[src/rtl/mac_pkg.sv]
// Shared MAC constants and the transmit framer state encoding.
// Used by the transmit framer and the CRC-32 byte engine.
package mac_pkg;

    localparam logic [7:0]  PREAMBLE_BYTE   = 8'h55;
    localparam logic [7:0]  SFD_BYTE        = 8'hD5;
    localparam logic [31:0] CRC32_POLY_REFL = 32'hEDB88320;
    localparam logic [31:0] CRC32_INIT      = 32'hFFFFFFFF;
    localparam int          FCS_LEN         = 4;

    typedef enum logic [2:0] {
        IDLE,
        PREAMBLE,
        SFD,
        DATA,
        PAD,
        FCS,
        DRAIN,
        IPG
    } tx_state_e;

endpackage

[src/rtl/eth_crc32_d8.sv]
// Combinational IEEE 802.3 CRC-32 step: folds one byte, LSB first, into the
// reflected CRC state. Shared by the transmit framer and the receive FCS checker.
module eth_crc32_d8
    import mac_pkg::*;
(
    input  logic [31:0] crc,
    input  logic [7:0]  data,
    output logic [31:0] crc_next
);

    always_comb begin
        crc_next = crc ^ {24'h000000, data};
        for (int i = 0; i < 8; i++) begin
            crc_next = crc_next[0] ? ((crc_next >> 1) ^ CRC32_POLY_REFL) : (crc_next >> 1);
        end
    end

endmodule

[src/rtl/mac_tx_framer.sv]
// Egress MAC framer: preamble + SFD + payload (+ pad) + FCS, then inter-packet gap,
// onto a registered GMII-style byte interface. Padding is built only with MAC_TX_PAD_EN.
module mac_tx_framer
    import mac_pkg::*;
#(
    parameter int PREAMBLE_LEN = 7,
    parameter int MIN_FRAME    = 60,
    parameter int IPG_CYCLES   = 12,
    parameter int CNT_W        = 16
) (
    input  logic        clk,
    input  logic        rst_n,
    input  logic        s_valid,
    input  logic [7:0]  s_data,
    input  logic        s_last,
    output logic        s_ready,
    output logic [7:0]  gmii_txd,
    output logic        gmii_tx_en,
    output logic        gmii_tx_er,
    output logic [31:0] frames_sent,
    output logic [15:0] underruns
);

`ifdef MAC_TX_PAD_EN
    localparam bit PAD_EN = 1'b1;
`else
    localparam bit PAD_EN = 1'b0;
`endif

    localparam int CYC_MAX_A = (PREAMBLE_LEN > IPG_CYCLES) ? PREAMBLE_LEN : IPG_CYCLES;
    localparam int CYC_MAX   = (CYC_MAX_A > FCS_LEN) ? CYC_MAX_A : FCS_LEN;
    localparam int CYC_W     = $clog2(CYC_MAX + 1);

    localparam logic [CYC_W-1:0] PRE_LAST = CYC_W'(PREAMBLE_LEN - 1);
    localparam logic [CYC_W-1:0] FCS_LAST = CYC_W'(FCS_LEN - 1);
    localparam logic [CYC_W-1:0] IPG_LAST = CYC_W'(IPG_CYCLES - 1);
    localparam logic [CNT_W-1:0] MIN_CNT  = CNT_W'(MIN_FRAME);

    tx_state_e        state, state_d;
    logic [CYC_W-1:0] cyc, cyc_d;
    logic [CNT_W-1:0] cnt, cnt_d, cnt_inc;
    logic [31:0]      crc, crc_d, crc_fold, fcs;
    logic [7:0]       crc_byte;
    logic [7:0]       txd_d;
    logic             tx_en_d, tx_er_d;
    logic             frame_done, underrun;

    eth_crc32_d8 u_crc (
        .crc      (crc),
        .data     (crc_byte),
        .crc_next (crc_fold)
    );

    assign cnt_inc = (&cnt) ? cnt : cnt + 1'b1;
    assign fcs     = ~crc;

    always_comb begin
        // NOTE: every signal driven here gets a default first, so no path can infer a latch.
        state_d    = state;
        cyc_d      = cyc;
        cnt_d      = cnt;
        crc_d      = crc;
        txd_d      = 8'h00;
        tx_en_d    = 1'b0;
        tx_er_d    = 1'b0;
        s_ready    = 1'b0;
        crc_byte   = s_data;
        frame_done = 1'b0;
        underrun   = 1'b0;

        case (state)
            IDLE: begin
                if (s_valid) begin
                    state_d = PREAMBLE;
                    cyc_d   = '0;
                end
            end
            PREAMBLE: begin
                txd_d   = PREAMBLE_BYTE;
                tx_en_d = 1'b1;
                if (cyc == PRE_LAST) begin
                    state_d = SFD;
                    cyc_d   = '0;
                end else begin
                    cyc_d = cyc + 1'b1;
                end
            end
            SFD: begin
                txd_d   = SFD_BYTE;
                tx_en_d = 1'b1;
                cnt_d   = '0;
                crc_d   = CRC32_INIT;
                state_d = DATA;
            end
            DATA: begin
                s_ready = 1'b1;
                tx_en_d = 1'b1;
                if (s_valid) begin
                    txd_d = s_data;
                    crc_d = crc_fold;
                    cnt_d = cnt_inc;
                    if (s_last) begin
                        state_d = (PAD_EN && (cnt_inc < MIN_CNT)) ? PAD : FCS;
                        cyc_d   = '0;
                    end
                end else begin
                    // Source starved mid-frame: mark the line and swallow the rest of the packet.
                    tx_er_d  = 1'b1;
                    underrun = 1'b1;
                    state_d  = DRAIN;
                end
            end
`ifdef MAC_TX_PAD_EN
            PAD: begin
                crc_byte = 8'h00;
                tx_en_d  = 1'b1;
                crc_d    = crc_fold;
                cnt_d    = cnt_inc;
                if (cnt_inc >= MIN_CNT) begin
                    state_d = FCS;
                    cyc_d   = '0;
                end
            end
`endif
            FCS: begin
                tx_en_d = 1'b1;
                txd_d   = fcs[{cyc[1:0], 3'b000} +: 8];
                if (cyc == FCS_LAST) begin
                    frame_done = 1'b1;
                    state_d    = IPG;
                    cyc_d      = '0;
                end else begin
                    cyc_d = cyc + 1'b1;
                end
            end
            DRAIN: begin
                s_ready = 1'b1;
                if (s_valid && s_last) begin
                    state_d = IPG;
                    cyc_d   = '0;
                end
            end
            IPG: begin
                if (cyc == IPG_LAST) begin
                    cyc_d   = '0;
                    state_d = s_valid ? PREAMBLE : IDLE;
                end else begin
                    cyc_d = cyc + 1'b1;
                end
            end
            default: state_d = IDLE;
        endcase
    end

    // Reset here is asynchronous and active-high despite the rst_n name.
    always_ff @(posedge clk or posedge rst_n) begin
        if (rst_n) begin
            state       <= IDLE;
            cyc         <= '0;
            cnt         <= '0;
            crc         <= CRC32_INIT;
            gmii_txd    <= 8'h00;
            gmii_tx_en  <= 1'b0;
            gmii_tx_er  <= 1'b0;
            frames_sent <= '0;
            underruns   <= '0;
        end else begin
            // NOTE: sequential state uses non-blocking assignments so every register samples pre-edge values.
            state      <= state_d;
            cyc        <= cyc_d;
            cnt        <= cnt_d;
            crc        <= crc_d;
            gmii_txd   <= txd_d;
            gmii_tx_en <= tx_en_d;
            gmii_tx_er <= tx_er_d;
            if (frame_done) begin
                frames_sent <= frames_sent + 32'd1;
            end
            if (underrun && (underruns != 16'hFFFF)) begin
                underruns <= underruns + 16'd1;
            end
        end
    end

endmodule
[config.mk]
export PLATFORM = sky130hd
export DESIGN_NAME = mac_tx_framer
export DESIGN_NICKNAME = d
export VERILOG_FILES = /design/src/rtl/mac_pkg.sv /design/src/rtl/eth_crc32_d8.sv /design/src/rtl/mac_tx_framer.sv
export SDC_FILE = /design/constraint.sdc
export NUM_CORES = 1
export LEC_CHECK = 0
export CAP_MARGIN = 20
export CELL_PAD_IN_SITES_DETAIL_PLACEMENT = 1
export CELL_PAD_IN_SITES_GLOBAL_PLACEMENT = 1
export CORE_MARGIN = 2
export CORE_UTILIZATION = 35
export DETAILED_ROUTE_END_ITERATION = 10
export HOLD_SLACK_MARGIN = 0.1
export PLACE_DENSITY = 0.77
export SLEW_MARGIN = 15
export SYNTH_ARGS = -nofsm -noshare
export SYNTH_HDL_FRONTEND = slang
export SYNTH_SLANG_ARGS = --single-unit
[constraint.sdc]
create_clock -name clk -period 3.6 [get_ports clk]
set_input_delay 0.72 -clock clk [delete_from_list [all_inputs] [get_ports clk]]
set_output_delay 0.72 -clock clk [all_outputs]
set_load 0.005 [all_outputs]
==> results of run 1 <==
[worst max-delay path, delay by kind of cell, from the launching register on]
| family | cells | cell delay (ns) |
|---|---|---|
| flops | 1 | 0.68 |
| buf+inv | 2 | 0.78 |
| simple gates | 1 | 0.16 |
[routing by layer]
layer,vias up,share of wire (%),wire [microns],track usage [%]
li1,1766,-,-,-
met2,74,51,6650,29.5
met1,1904,44,5790,22.1
met3,16,3.8,494,4.04
met5,-,0,0,0
met4,0,1.5,199,5.30
[cell type report]
cell class	count	share of cell area [%]
multi-input combinational	349	40.6
tap	184	3.57
clock buffer	11	3.61
sequential	97	38.3
inverter	14	0.835
clock inverter	5	1.28
timing repair buffer	76	11.8
[through the flow]
stage               instances  hold slack [ns]  worst slack, ns
CTS                       736            0.512            0.882
detailed placement        720            0.503            0.886
floorplan                 476            0.465            0.399
finish                    736            0.508            0.903
global route              736            0.528            0.701
global placement          720            0.458            0.957
[synthesized netlist by cell type, drive strengths merged (4+ instances only)]
| cell type | number |
|---|---|
| and2 | 5 |
| clkbuf | 13 |
| nand4 | 16 |
| a221oi | 4 |
| dfstp | 32 |
| nor3 | 7 |
| xnor2 | 74 |
| inv | 14 |
| and4 | 6 |
| a21oi | 38 |
| dfrtp | 65 |
| nor2 | 59 |
| nand3 | 13 |
| o21ai | 12 |
| ha | 4 |
| xor2 | 42 |
| nand2 | 28 |
| mux4 | 8 |
[how the worst min path moves through the flow]
stage / to / slack [ns] / cells after the start / start
after floorplan: frames_sent[31] / 0.46 / 1 / frames_sent[31]
after global placement: frames_sent[31] / 0.46 / 1 / frames_sent[31]
after detailed placement: frames_sent[28] / 0.50 / 1 / frames_sent[28]
after CTS: frames_sent[28] / 0.51 / 1 / frames_sent[28]
after global routing: frames_sent[28] / 0.53 / 1 / frames_sent[28]
final: frames_sent[28] / 0.51 / 1 / frames_sent[28]
[kinds of logic (layout without fill, tap and decap cells)]
| logic type | after synthesis | in the layout | share of synthesized area [%] |
|---|---|---|---|
| xor gates and xnor gates | 117 | 117 | 23.2 |
| and+or+nand+nor | 149 | 149 | 14.1 |
| adders and majority gates | 4 | 4 | 0.961 |
| muxes | 11 | 11 | 4.08 |
| buffers and inverters | 30 | 106 | 2.59 |
| DFF | 97 | 97 | 47.4 |
| AOI/OAI and AO/OA | 68 | 68 | 7.74 |
[state kept, by name, indices dropped and copies added (netlist names)]
register     count
cyc              4
gmii_txd         8
crc             32
frames_sent     32
gmii_tx_en       1
gmii_tx_er       1
underruns       16
state            3
[power breakdown]
group	internal [uW]	switching (uW)	total (uW)
combinational	1230	1310	2540
sequential	1450	310	1760
clock	611	432	1040
==> results.env, run 1 <==
SYNTH_FLOP_CELL='sky130_fd_sc_hd__dfrtp_1'
TRITONCTS='yes'
FINAL_ANT_VIOL_NETS=0
MAXCAPVIOLATIONS=0
CRIT_PATH_START_KIND='flip-flop'
FIN_NETS=563
DETAILROUTE.VIA_COUNT=3760
TOTALWIRELENGTH_MM=13.1
FMAX_MHz=371
MOSTFREQUENTLAYOUTCELL='sky130_fd_sc_hd__clkdlybuf4s50_1'
CELLLEAKAGEPOWER_uW=0.00259
CRITICAL_PATH.CELL_CHAIN='inv_1 -> nor2_1 -> clkdlybuf4s50_1'
SYNTH-EDFF-COUNT=0
RSZ0062_AT_GRT='no'
MAPPEDNETLISTNETS=492
CLK_ROOT_BUFFER_CELL='sky130_fd_sc_hd__clkbuf_16'
FLOORPLAN.IO_PINS=71
DRV_SLEW=0
YOSYSWARNINGS=0
SUM_OF_INTERNAL_SWITCHING_AND_LEAKAGE_POWER_uW=5350
SYNTH_TOP_CELL_AREA_SHARE_PCT=31.2
SYNTHESIS.AREA_PER_INSTANCE_SQ_UM=10.9
CRITPATHCAPTURETYPE='primary output'
SYNTH_AREA_SQ_UM=5210
CLOCK_PIN_SLEW_ON_THE_WORST_SETUP_AND_HOLD_PATHS_NS=0.07
GRT_OVERFLOW=0
TIMING_WORST_SLEW_PIN_VALUE_NS=0.584
SYN2LAYOUT_AREA_GROWTH_PCT=23.6
IRDROPWORSTVDD_V=0.000360
DRT_FIRST_ITER_VIOLATIONS=167
SETUP.WORST_PATH.START='state[1]'
FF_LATCH_COUNT_SYNTH=97
FINAL_HOLD_VIOL_COUNT=0
N_ANTENNA_CELL=0
CTS_MAX_PATH_BUFFERS=2
REG2REG_SLACK_NS=1.14
SYNTH_CELL_TYPES=48
CTS_HOLD_BUFFERS=0
CRITICALPATHCATEGORY='reg -> out'
FINCLKSKEW_NS=0.0111
DRIVE_GT1_SHARE_PCT=15.4
MIN_PERIOD_OVER_PERIOD_PCT=74.9
CTS-BUFFERS-INSERTED=9
INITIAL_UTILIZATION_PCT=35.8
SYNTHARSTFLOPSHARE_PCT=100
FINALWORSTPATHREQUIREDPERIOD_NS=2.70
DIE_H_MICRONS=126
FILLERS=1592
SEQ_AREA_FRAC_SYNTH_PCT=47.4
POSTCTSSETUPBUFFERS=0
PLACE_CONGESTION=0.781
DP_HPWL_MM=9.28
POST_DP_CELL_AREA_SQ_UM=6120
AVGROUTEDWIREPERCELL_MICRONS=17.8
DRC_ERRORS=0
FF_LATCH_AREA_SQ_UM=2470
FINAL_DESIGN_AREA_EXCLUDING_FILLERS_SQ_UM=6440
R2R.WORST_PATH.CELLS=7
PLACEMENTROWS=44
TIMING.RR.START='cyc[0]'
POSTCTSRESIZEDCELLS=0
TRITONCTS_NUM_SINKS=97
HTREE_LEVELS=3
FLOORPLAN.DIE.WIDTH_MICRONS=126
STATUS='completed'
CRITPATHMAXFANOUT=16
WORST-ENDPOINT-ARRIVAL_NS=1.98
DR.PASS1.ITERS=4
PORT-BUFFER-COUNT=70
LARGEST_NET_DEGREE_AT_THE_START_OF_GLOBAL_ROUTING=98
CRITICAL_PATH.MAX_STAGE_DELAY_NS=0.68
CLOCK_LATENCY_NS=0.36
CORE_FOOTPRINT_SQ_UM=14500
GLOBAL_ROUTE_WIRE_LENGTH_BEFORE_REPAIR_MM=22.1
CP.REQUIRED_NS=2.88
SYNTH_TOP_CELL_BY_AREA='sky130_fd_sc_hd__dfrtp_1'
R2R-END='frames_sent[31]'
FIRST_GLOBAL_VIAS=4194
GRT_USAGE_PCT=17.4
WORST_RELATIVE_SLEW_SLACK_PCT=60.7
VIAS_PER_CELL=5.11
FIN_SETUP_TNS_NS=0
FINAL_SETUP_VIOLS=0
SETUP.WORST_PATH.END='s_ready'
CRITICAL-PATH-SLOWEST-CELL='sky130_fd_sc_hd__dfrtp_1'
SYN_INST=476
GRT_ANTENNA_BEFORE_REPAIR=0
NETLIST_TOP_CELLS_AREA='sky130_fd_sc_hd__dfrtp_1 31%, sky130_fd_sc_hd__dfstp_2 16%, sky130_fd_sc_hd__xnor2_1 11%'
WORSTHOLDPATHTYPE='reg -> reg'
FINAL_CORE_UTIL_PCT=44.3
DIEAREA_SQ_UM=15900
AREA_OF_THE_MULTI_INPUT_GATES_SQ_UM=2620
POWER_PER_CELL_AREA_nW_PER_UM2=830
COMMONEST_CELLS_AFTER_ROUTING_FILL_AND_TAPS_ASIDE='70 x sky130_fd_sc_hd__clkdlybuf4s50_1, 65 x sky130_fd_sc_hd__dfrtp_1, 63 x sky130_fd_sc_hd__xnor2_1'
(Power assumes the default switching activity.)
==> inputs of run 2 (changes only) <==
Clock period 3.6 ns to 2.5 ns, I/O delays scaled along.
==> run 2 against run 1 <==
Global-route usage fell by 0.20 points; count of clock-buffer cells in the layout rose by 1; total power rose by 45%.
==> results.env, run 2 (synthesis gave the netlist of run 1 again) <==
TOTALWIRELENGTH_MM=13.2
DRV_SLEW=0
TIMING_WORST_SLEW_PIN_VALUE_NS=0.552
MOSTFREQUENTLAYOUTCELL='sky130_fd_sc_hd__clkdlybuf4s50_1'
CORE_FOOTPRINT_SQ_UM=14500
PLACE_CONGESTION=0.814
CTS_HOLD_BUFFERS=0
TIMING.HOLD.WORST_PATH_DEPTH=1
CLOCK_LATENCY_NS=0.35
CRITICAL-PATH-SLOWEST-CELL='sky130_fd_sc_hd__clkdlybuf4s50_1'
FLOORPLAN.IO_PINS=71
CTS_MAX_PATH_BUFFERS=2
CP.REQUIRED_NS=2.00
FINCLKSKEW_NS=0.00981
GLOBAL_ROUTE_WIRE_LENGTH_BEFORE_REPAIR_MM=21.7
SWITCHINGPOWER_uW=3010
DIE_H_MICRONS=126
CELLLEAKAGEPOWER_uW=0.00262
INITIAL_UTILIZATION_PCT=35.8
STATUS='completed'
POSTCTSRESIZEDCELLS=0
POWER.SHARE.CLOCK_PCT=17.0
CTS-BUFFERS-INSERTED=9
PLACEMENTROWS=44
FINAL_CORE_UTIL_PCT=44.7
FILLERS=1615
FINAL_ANT_VIOL_NETS=0
FINAL_SETUP_VIOLS=0
LARGEST_NET_DEGREE_AT_THE_START_OF_GLOBAL_ROUTING=98
WORST_RELATIVE_SLEW_SLACK_PCT=62.8
DP_HPWL_MM=9.52
DRT_FIRST_ITER_VIOLATIONS=175
TRITONCTS='yes'
DR.PASS1.ITERS=4
FINAL_DESIGN_AREA_EXCLUDING_FILLERS_SQ_UM=6500
FMAX_MHz=462
CLOCK_PIN_SLEW_ON_THE_WORST_SETUP_AND_HOLD_PATHS_NS=0.06
RSZ0062_AT_GRT='no'
GRT_ANTENNA_BEFORE_REPAIR=0
FIRST_GLOBAL_VIAS=4139
CRIT_PATH_START_KIND='flip-flop'
DETAILROUTE.VIA_COUNT=3836
DIEAREA_SQ_UM=15900
FINAL_HOLD_VIOL_COUNT=0
CRITPATHMAXFANOUT=13
CRITICAL_PATH.CELL_CHAIN='buf_4 -> xnor2_1 -> nor2_1 -> clkdlybuf4s50_1'
POWER.SEQUENTIAL.FRACTION_PCT=32.1
CRITICAL_PATH.MAX_STAGE_DELAY_NS=0.54
PORT-BUFFER-COUNT=70
MAXCAPVIOLATIONS=0
DRC_ERRORS=0
FINAL.SETUP.WORST_SLACK_NS=0.337
IRDROPWORSTVDD_V=0.000465
FIN_NETS=575
POWER.SHARE.SWITCHING_PCT=38.9
POST_PLACE_WORST_SLACK_NS=0.103
REG_TOP3='crc: 32 flops, frames_sent: 32 flops, underruns: 16 flops'
HTREE_LEVELS=3
VIAS_PER_CELL=5.14
TRITONCTS_NUM_SINKS=97
FINALWORSTPATHREQUIREDPERIOD_NS=2.16
CLK_ROOT_BUFFER_CELL='sky130_fd_sc_hd__clkbuf_16'
CRITPATHCAPTURETYPE='primary output'
P_INT_uW=4720
POWER_FRAC_COMB_PCT=51.0
CRITICALPATHCATEGORY='reg -> out'
SUM_OF_INTERNAL_SWITCHING_AND_LEAKAGE_POWER_uW=7730
POST_DP_CELL_AREA_SQ_UM=6230
MIN_PERIOD_OVER_PERIOD_PCT=86.5
FIN_SETUP_TNS_NS=0
FLOORPLAN.DIE.WIDTH_MICRONS=126
GRT_USAGE_PCT=17.2
POSTCTSSETUPBUFFERS=0
AVGROUTEDWIREPERCELL_MICRONS=17.7
COMMONEST_CELLS_AFTER_ROUTING_FILL_AND_TAPS_ASIDE='70 x sky130_fd_sc_hd__clkdlybuf4s50_1, 65 x sky130_fd_sc_hd__dfrtp_1, 63 x sky130_fd_sc_hd__xnor2_1'
POWER_PER_CELL_AREA_nW_PER_UM2=1190
WORST-ENDPOINT-ARRIVAL_NS=1.66
N_ANTENNA_CELL=0
WORSTHOLDPATHTYPE='reg -> reg'
R2R.WORST_PATH.CELLS=5
SYN2LAYOUT_AREA_GROWTH_PCT=24.8
GRT_OVERFLOW=0
DRIVE_GT1_SHARE_PCT=17.1
run 2: changes by cell type in the layout (fill, tap and decap cells not counted), sizes merged:
cell	previous run	this run
bufinv	2	0
clkinvlp	0	2
clkinv	4	2
buf	6	18
clkbuf	11	12
run 2: final timing paths:
path	from	endpoint	slack (ns)
worst max-delay path	state[0]	s_ready	0.34
worst min-delay path	frames_sent[31]	frames_sent[31]	0.48
worst max register to register	frames_sent[7]	frames_sent[28]	0.47
worst min register to register	frames_sent[31]	frames_sent[31]	0.48
max in group asynchronous	rst_n	crc[6]	1.43
min in group asynchronous	rst_n	frames_sent[12]	0.63
run 2: layer usage:
layer / GRT usage (%) / share of wire, % / up-vias
met5: 0 / 0 / -
met4: 7.37 / 2.5 / 0
met3: 2.59 / 3.0 / 19
met2: 30.4 / 52 / 72
met1: 20.8 / 43 / 1952
li1: - / - / 1793
run 2: layout make-up:
type,count,area (sq um),share of cell area [%]
multi-input combinational,349,2620,40.2
sequential,97,2470,37.9
timing repair buffer,88,861,13.2
clock buffer,12,256,3.94
tap,184,230,3.54
inverter,14,56.3,0.866
clock inverter,3,16.3,0.250
run 2: power groups by stage:
stage	clock network, uW	registers, uW	logic, uW
2_1_floorplan	0	2410	2790
3_3_place_gp	0	2470	3780
3_5_place_dp	0	2510	3920
4_1_cts	1350	2480	3990
5_1_grt	1400	2530	4310
6_report	1310	2480	3940
run 2: worst max-delay path, delay by kind of cell (launching register included):
family,cells,cell delay [ns]
xor+xnor,1,0.13
buf+inv,2,0.73
flops,1,0.38
simple gates,1,0.08
run 2: through the flow:
| stage | hold slack (ns) | std cells |
|---|---|---|
| after floorplan | 0.465 | 476 |
| after global placement | 0.457 | 732 |
| after detailed placement | 0.470 | 732 |
| after CTS | 0.479 | 747 |
| after global routing | 0.505 | 747 |
| final | 0.476 | 747 |
==> inputs of run 3 (changes only) <==
Settings changed: CORE_MARGIN 2 to not set.
==> run 3 against run 2 <==
Register-to-register slack worse by 0.02 ns; first-iteration DRC count decreased by 15%; sequential cell count unchanged; sequential share of layout area about the same; total power is 1.0% lower; cell count stayed put; cell area is essentially flat; maximum frequency grew 0.59%; die area shrank 3.1%; sequential power barely moved; clock power about the same; utilization hardly changed; largest power group unchanged.
==> results.env, run 3 (synthesis gave the netlist of run 1 again) <==
STATUS='completed'
TIMING_WORST_SLEW_PIN_VALUE_NS=0.524
FF_LATCH_AREA_SQ_UM=2470
CTS_HOLD_BUFFERS=0
PLACEMENTROWS=44
CORE_FOOTPRINT_SQ_UM=14500
CRITPATHCAPTURETYPE='primary output'
P_INT_uW=4700
CELLLEAKAGEPOWER_uW=0.00262
PORT-BUFFER-COUNT=70
DRC_ERRORS=0
FIN_NETS=574
VIAS_PER_CELL=5.07
GRT_USAGE_PCT=17.7
DETAILROUTE.VIA_COUNT=3791
WORST_RELATIVE_SLEW_SLACK_PCT=64.7
FINCLKSKEW_NS=0.0141
CRIT_PATH_START_KIND='flip-flop'
POSTCTSRESIZEDCELLS=0
LARGEST_NET_DEGREE_AT_THE_START_OF_GLOBAL_ROUTING=98
DIEAREA_SQ_UM=15400
INITIAL_UTILIZATION_PCT=35.8
TRITONCTS_NUM_SINKS=97
DR.PASS1.ITERS=4
DRV_SLEW=0
CTS_MAX_PATH_BUFFERS=2
MOSTFREQUENTLAYOUTCELL='sky130_fd_sc_hd__clkdlybuf4s50_1'
FIRST_GLOBAL_VIAS=4070
CP.REQUIRED_NS=2.00
N_ANTENNA_CELL=0
FINALWORSTPATHREQUIREDPERIOD_NS=2.15
DP_HPWL_MM=9.13
DRIVE_GT1_SHARE_PCT=17.2
MIN_PERIOD_OVER_PERIOD_PCT=86.0
FIN_SETUP_TNS_NS=0
SYN2LAYOUT_AREA_GROWTH_PCT=24.9
POWER.SHARE.SWITCHING_PCT=38.6
IRDROPWORSTVDD_V=0.000606
SWITCHINGPOWER_uW=2950
GRT_OVERFLOW=0
FINAL_HOLD_VIOL_COUNT=0
POWER_PER_CELL_AREA_nW_PER_UM2=1180
POWER_FRAC_COMB_PCT=50.1
AREA_OF_THE_MULTI_INPUT_GATES_SQ_UM=2620
FLOORPLAN.IO_PINS=71
DIE_H_MICRONS=124
CLK_ROOT_BUFFER_CELL='sky130_fd_sc_hd__clkbuf_16'
WORST-ENDPOINT-ARRIVAL_NS=1.65
WORSTHOLDPATHTYPE='reg -> reg'
CRITPATHMAXFANOUT=11
REG_TOP3='crc: 32 flops, frames_sent: 32 flops, underruns: 16 flops'
FLOORPLAN.DIE.WIDTH_MICRONS=124
CTS-BUFFERS-INSERTED=9
POSTCTSSETUPBUFFERS=0
AVGROUTEDWIREPERCELL_MICRONS=16.9
RSZ0062_AT_GRT='no'
POWER.SHARE.CLOCK_PCT=17.5
GLOBAL_ROUTE_WIRE_LENGTH_BEFORE_REPAIR_MM=20.8
FINAL_SETUP_VIOLS=0
FINAL_ANT_VIOL_NETS=0
TOTALWIRELENGTH_MM=12.6
DRT_FIRST_ITER_VIOLATIONS=149
WHS_NS=0.473
CRITICALPATHCATEGORY='reg -> out'
FMAX_MHz=465
CLOCK_PIN_SLEW_ON_THE_WORST_SETUP_AND_HOLD_PATHS_NS=0.07
TRITONCTS='yes'
COMMONEST_CELLS_AFTER_ROUTING_FILL_AND_TAPS_ASIDE='70 x sky130_fd_sc_hd__clkdlybuf4s50_1, 65 x sky130_fd_sc_hd__dfrtp_1, 63 x sky130_fd_sc_hd__xnor2_1'
PLACE_CONGESTION=0.795
FILLERS=1609
CLOCK_LATENCY_NS=0.36
MAXCAPVIOLATIONS=0
HTREE_LEVELS=3
GRT_ANTENNA_BEFORE_REPAIR=0
POWER.SEQUENTIAL.FRACTION_PCT=32.4
-- run 3: path summary, 6_finish.rpt --
path | start | endpoint | slack, ns | depth (start not counted)
max | state[2] | s_ready | 0.35 | 3
min | frames_sent[31] | frames_sent[31] | 0.47 | 1
max reg2reg | frames_sent[7] | frames_sent[28] | 0.45 | 5
min reg2reg | frames_sent[31] | frames_sent[31] | 0.47 | 1
max in group asynchronous | rst_n | crc[22] | 1.44 | 3
min in group asynchronous | rst_n | frames_sent[0] | 0.65 | 3
-- run 3: metrics by stage --
stage          util [%]  total power (uW)  setup slack (ns)  instance area [sq um]  cells
2_1_floorplan         -              5190             0.564                   5210    476
3_3_place_gp       42.8              6220             0.150                   6220    731
3_5_place_dp       42.8              6360            0.0926                   6220    731
4_1_cts            44.8              7740             0.336                   6500    747
5_1_grt            44.8              8150             0.262                   6500    747
6_report           44.8              7650             0.350                   6500    747
-- run 3: power by group through the flow --
stage / Combinational, uW / Sequential (uW) / Clock, uW
2_1_floorplan: 2790 / 2410 / 0
3_3_place_gp: 3730 / 2490 / 0
3_5_place_dp: 3840 / 2520 / 0
4_1_cts: 3880 / 2490 / 1370
5_1_grt: 4180 / 2540 / 1430
6_report: 3830 / 2480 / 1340
-- run 3: area by class of cell --
cell class | instances | area share [%]
clock inverters | 5 | 0.462
well taps | 184 | 3.54
flip-flops and latches | 97 | 37.9
repair buffers | 87 | 13.1
clock buffers | 11 | 3.89
inverters | 14 | 0.866
multi-input cells | 349 | 40.2
-- run 3: layer usage --
layer  vias to the layer above  wire, microns  track usage, %
met5                         -              0               0
met4                         0            126            4.46
met3                        10            428            4.03
met2                        70           6570            31.0
met1                      1921           5480            21.9
li1                       1790              -               -
-- run 3: worst max-delay path: stages, from the launching register on --
cell and delay (ns):
sky130_fd_sc_hd__dfrtp_1 0.50, sky130_fd_sc_hd__xnor2_1 0.17, sky130_fd_sc_hd__nor2_1 0.09, sky130_fd_sc_hd__clkdlybuf4s50_1 0.53
